<file path="config.mk">
export PLATFORM = sky130hd
export DESIGN_NAME = uxn_mem_arbiter
export DESIGN_NICKNAME = d
export VERILOG_FILES = /design/src/rtl/uxn_pkg.sv /design/src/rtl/uxn_mem_arbiter.sv
export SDC_FILE = /design/constraint.sdc
export NUM_CORES = 1
export LEC_CHECK = 0
export ABC_AREA = 1
export CORE_MARGIN = 1
export CORE_UTILIZATION = 44
export CTS_CLUSTER_SIZE = 10
export DETAILED_ROUTE_END_ITERATION = 12
export MAX_ROUTING_LAYER = met4
export PLACE_DENSITY = 0.81
export SLEW_MARGIN = 20
export SYNTH_ARGS = -nofsm -noshare
export SYNTH_HDL_FRONTEND = slang
export SYNTH_SLANG_ARGS = --single-unit
export TNS_END_PERCENT = 30
</file>
<file path="constraint.sdc">
create_clock -name clk -period 2.3 [get_ports clk]
set_input_delay 0.575 -clock clk [delete_from_list [all_inputs] [get_ports clk]]
set_output_delay 0.575 -clock clk [all_outputs]
set_load 0.05 [all_outputs]
</file>
<file path="src/rtl/uxn_pkg.sv">
// uxn_pkg: shared widths and state types for the uxn CPU and its memory arbiter
package uxn_pkg;
  localparam int ADDR_W = 16;
  localparam int DATA_W = 16;
  typedef enum logic [1:0] {ARB_IDLE, ARB_ISSUE, ARB_RESP} arb_state_t;
  typedef enum logic [1:0] {CPU_RUN, CPU_HALT, CPU_BRK} cpu_state_t;
endpackage

</file>
<file path="src/rtl/uxn_mem_arbiter.sv">
// uxn_mem_arbiter: shares one synchronous RAM between the fetch and data ports, one access in flight
module uxn_mem_arbiter
  import uxn_pkg::*;
#(
  parameter bit FAIR = 1'b1
) (
  input  logic              clk,
  input  logic              rst,
  input  logic              f_req,
  input  logic [ADDR_W-1:0] f_addr,
  output logic              f_gnt,
  output logic              f_rvalid,
  output logic [DATA_W-1:0] f_rdata,
  input  logic              d_req,
  input  logic              d_we,
  input  logic [ADDR_W-1:0] d_addr,
  input  logic [DATA_W-1:0] d_wdata,
  output logic              d_gnt,
  output logic              d_rvalid,
  output logic [DATA_W-1:0] d_rdata,
  output logic              mem_en,
  output logic              mem_we,
  output logic [ADDR_W-1:0] mem_addr,
  output logic [DATA_W-1:0] mem_wdata,
  input  logic [DATA_W-1:0] mem_rdata
);
  arb_state_t state, state_nx;
  logic win_d, last_d, l_we, pick_d, issue, accept;
  logic [ADDR_W-1:0] l_addr;
  logic [DATA_W-1:0] l_wdata;
  // last_d resets to data so fetch wins the first tie in fair mode
  assign pick_d = d_req & (~f_req | (FAIR ? ~last_d : 1'b1));
  assign accept = (state == ARB_IDLE) & (f_req | d_req);
  assign issue = state == ARB_ISSUE;
  assign mem_en = issue;
  assign mem_we = issue & l_we;
  assign mem_addr = l_addr;
  assign mem_wdata = l_wdata;
  assign f_gnt = issue & ~win_d;
  assign d_gnt = issue & win_d;
  always_comb begin
    state_nx = ARB_IDLE;
    if (state == ARB_IDLE) state_nx = (f_req | d_req) ? ARB_ISSUE : ARB_IDLE;
    else if (state == ARB_ISSUE) state_nx = l_we ? ARB_IDLE : ARB_RESP;
  end
  always_ff @(posedge clk or negedge rst) begin
    if (!rst) state <= ARB_IDLE;
    else state <= state_nx;
  end
  always_ff @(posedge clk or negedge rst) begin
    if (!rst) begin
      win_d <= 1'b0;
      last_d <= 1'b1;
      l_we <= 1'b0;
      l_addr <= '0;
      l_wdata <= '0;
      f_rvalid <= 1'b0;
      d_rvalid <= 1'b0;
      f_rdata <= '0;
      d_rdata <= '0;
    end else begin
      if (accept) begin
        win_d <= pick_d;
        last_d <= pick_d;
        l_we <= pick_d & d_we;
        l_addr <= pick_d ? d_addr : f_addr;
        l_wdata <= d_wdata;
      end
      f_rvalid <= (state == ARB_RESP) & ~win_d;
      d_rvalid <= (state == ARB_RESP) & win_d;
      if (state == ARB_RESP && !win_d) f_rdata <= mem_rdata;
      if (state == ARB_RESP && win_d) d_rdata <= mem_rdata;
    end
  end
endmodule

</file>
==> results.py <==
metrics = {
    "run_status": {
        "outcome": "complete, but fails checks",
        "violations": "DRC",
    },
    "sta": {
        "drv_slew": 0,
        "setup_ws_ps": 194,
        "fin_crit_sh_pct": 91.6,
        "slew_headroom_pct": 64.1,
        "skew_ps": 12.5,
        "hold_slack_ps": 248,
        "finalSetupTns_ps": 0,
        "period_minus_slack_ps": 2110,
        "rsz0062_at_grt": "false",
        "hold_viol": 0,
        "setup_viol_count_final": 0,
        "tightest_slew_ps": 537,
        "max_freq_ghz": 0.475,
    },
    "detailed_routing": {
        "avgRoutedWirePerCell_um": 12.7,
        "drc": 11,
        "drt-vias-per-instance": 4.70,
        "totalWireLength_um": 7350,
        "postRouteAntennaNets": 0,
        "dr.pass1.iters": 9,
        "vias": 2719,
        "drt-initial-drc-count": 154,
    },
    "setup_path": {
        "crit_chain": "clkdlybuf4s50_1",
        "r2r_start": "state[0]$_DFF_PN0_",
        "crit_required_ps": 1730,
        "slowest_stage": "clkdlybuf4s50_1",
        "worst-path-buf-inv": 1,
        "cp_data_arrival_time_ps": 1530,
        "rrSetupSlack_ps": 820,
        "path_class": "register to output port",
        "critPathLaunchType": "register",
        "path_delay_family": "buffers and inverters",
        "end_kind": "output port",
        "r2r_cells": 5,
        "r2r_end": "d_rdata[2]$_DFFE_PN0P_",
        "critPathMaxFanout": 2,
        "slowest_delay_ps": 830,
    },
    "power_and_ir_drop": {
        "power.internal_mw": 3.97,
        "comb_power_share_pct": 58.6,
        "pwr-share-seq_pct": 27.9,
        "power.density_nw_per_um2": 1700,
        "clkPwrFrac_pct": 13.5,
        "peakVddDrop_mv": 0.990,
        "switching_power_mw": 3.97,
        "p_sw_share_pct": 50.0,
        "power_leakage_nw": 2.40,
    },
    "floorplan": {
        "ios": 139,
        "dieHeight_um": 84.6,
        "std_cell_rows": 29,
        "die_area_um2": 7160,
        "die_w_um": 84.6,
        "core_area_um2": 6460,
        "initial_utilization_pct": 46.5,
    },
    "synthesis": {
        "synth_commonest_cells": "134 x nand2_1, 70 x dfrtp_1, 56 x inv_1, 35 x nand3_1, 33 x o21ai_0",
        "synth_ff_type": "dfrtp_1",
        "synth_top_family_by_area": "simple AND/OR/NAND/NOR gates",
        "synthAdderAreaFrac_pct": 0,
        "async_reset_ff_share_pct": 100,
        "synth_edf_count": 0,
        "syn_nets": 424,
        "ys_types": 15,
        "yosys-top-cells-area": "dfrtp_1 58%, nand2_1 17%, inv_1 7.0%",
        "ys_ff_latch": 71,
        "synthMostInstantiatedCell": "nand2_1",
        "synth_compound_area_share_pct": 5.50,
        "yosysTopAreaCellShare_pct": 58.4,
        "synth-simple-area-share_pct": 24.7,
        "ys_seq_area_share_pct": 59.2,
        "syn-cell-area_um2": 3000,
        "synthXorXnorAreaFrac_pct": 0,
        "yosys-mux-area-fraction_pct": 0,
        "yosysWarnings": 0,
        "yosysTopAreaCell": "dfrtp_1",
        "synthesis.instances": 355,
        "avgSynthCellArea_um2": 8.46,
    },
    "clocking": {
        "cts-resized-gates": 0,
        "cts_made_buffers": 9,
        "post-cts-setup-buffers": 0,
        "htree_levels": 3,
        "holdBufCountCts": 0,
        "clkSlewWorstSetupHoldPaths_ps": 80,
        "cts_tree": "done",
        "clkLatencyLatePin_ps": 330,
        "clockBufferDepth": 2,
        "cts_sinks": 71,
        "cts-root-buf": "clkbuf_8",
    },
    "hold_path": {
        "min_path_type": "input pin to async pin",
    },
    "cells_and_area": {
        "diodes": 0,
        "nets": 566,
        "fill_cells": 497,
        "instances_no_fill": 579,
        "syn_to_final_growth_pct": 56.0,
        "final_layout_size_suffix_gt1_share_pct": 7.97,
    },
    "global_routing": {
        "grt_pass1_vias": 2646,
        "grt_start_max_net_pins": 72,
        "grtUsageTotal_pct": 22.8,
        "globalRoute.totalOverflow": 0,
        "antenna_found_initial": 0,
        "grt_pass1_wl_um": 12400,
    },
    "placement": {
        "dp_hpwl_um": 5400,
        "pre_cts_ws_ps": 346,
        "place_inst": 563,
        "gp_congestion": 0.809,
        "port_buffers": 138,
    },
    "run": {
        "cap_violations": 0,
    },
}
-- layer usage --
metal / routed length, µm / track usage, % / vias up
met1: 3330 / 30.0 / 1248
li1: - / - / 1353
met5: 0 / - / -
met2: 3390 / 35.0 / 112
met4: 76 / 7.40 / 0
met3: 553 / 5.31 / 6
-- how the worst max path moves through the flow --
stage | startpoint | endpoint | slack, ps | cells past startpoint
after floorplan | state[1]$_DFF_PN0_ | d_gnt | 210 | 3
after global placement | f_req | mem_wdata[10]$_DFFE_PN0P_ | 380 | 7
after detailed placement | f_req | mem_wdata[6]$_DFFE_PN0P_ | 350 | 7
after CTS | mem_addr[9]$_DFFE_PN0P_ | mem_addr[9] | 170 | 1
after global routing | mem_addr[14]$_DFFE_PN0P_ | mem_addr[14] | 120 | 1
final | d_rdata[12]$_DFFE_PN0P_ | d_rdata[12] | 190 | 1
-- power groups by stage --
stage	combinational (mW)	clock, mW	sequential [mW]
3_5_place_dp	4.68	0	2.22
4_1_cts	4.68	1.11	2.22
5_1_grt	4.91	1.16	2.29
3_3_place_gp	4.59	0	2.21
2_1_floorplan	1.06	0	4.19
6_report	4.65	1.07	2.22
-- layout make-up --
type                       count  area [µm²]  area share, %
clock buffer                   9         124           2.65
tap                           77        96.3           2.06
clock inverter                 7        95.1           2.03
timing repair buffer         147        1460           31.2
sequential                    71        1780           38.0
inverter                      57         214           4.57
multi-input combinational    211         916           19.6
-- flip-flops by register name, indices dropped and copies added, names as in the netlist --
| register | flops |
|---|---|
| d_rdata | 16 |
| d_rvalid | 1 |
| f_rdata | 16 |
| f_rvalid | 1 |
| l_we | 1 |
| last_d | 1 |
| mem_addr | 16 |
| mem_wdata | 16 |
| state | 2 |
| win_d | 1 |
-- kinds of logic after synthesis --
| family | after synthesis |
|---|---|
| simple gates | 178 |
| buf+inv | 73 |
| flops | 71 |
| compound gates | 33 |
-- through the flow --
| stage | utilization, % | cell area, µm² | total power [mW] |
|---|---|---|---|
| final | 72.5 | 4680 | 7.94 |
| after global routing | 72.5 | 4680 | 8.37 |
| after CTS | 72.5 | 4680 | 8.01 |
| after detailed placement | 69.1 | 4460 | 6.90 |
| after global placement | 69.1 | 4460 | 6.80 |
| after floorplan | - | 3010 | 5.25 |
-- placed cells by master (no fill, tap or decap) --
master / synthesis / layout
clkbuf_8: 0 / 9
buf_4: 2 / 11
nand2_2: 2 / 2
dfstp_2: 1 / 1
inv_6: 0 / 1
nor2_8: 1 / 1
inv_2: 1 / 1
nor2_2: 0 / 4
nor2_1: 5 / 1
dfrtp_1: 70 / 70
nand3_1: 35 / 35
buf_12: 0 / 2
clkinv_2: 0 / 2
nand2_1: 134 / 134
nor2_4: 1 / 1
o21ai_0: 33 / 33
clkdlybuf4s50_1: 0 / 133
inv_1: 56 / 56
clkinv_4: 0 / 1
buf_2: 5 / 1
clkinvlp_4: 0 / 1
bufinv_16: 0 / 2
Power figures use the tool's default switching activity.
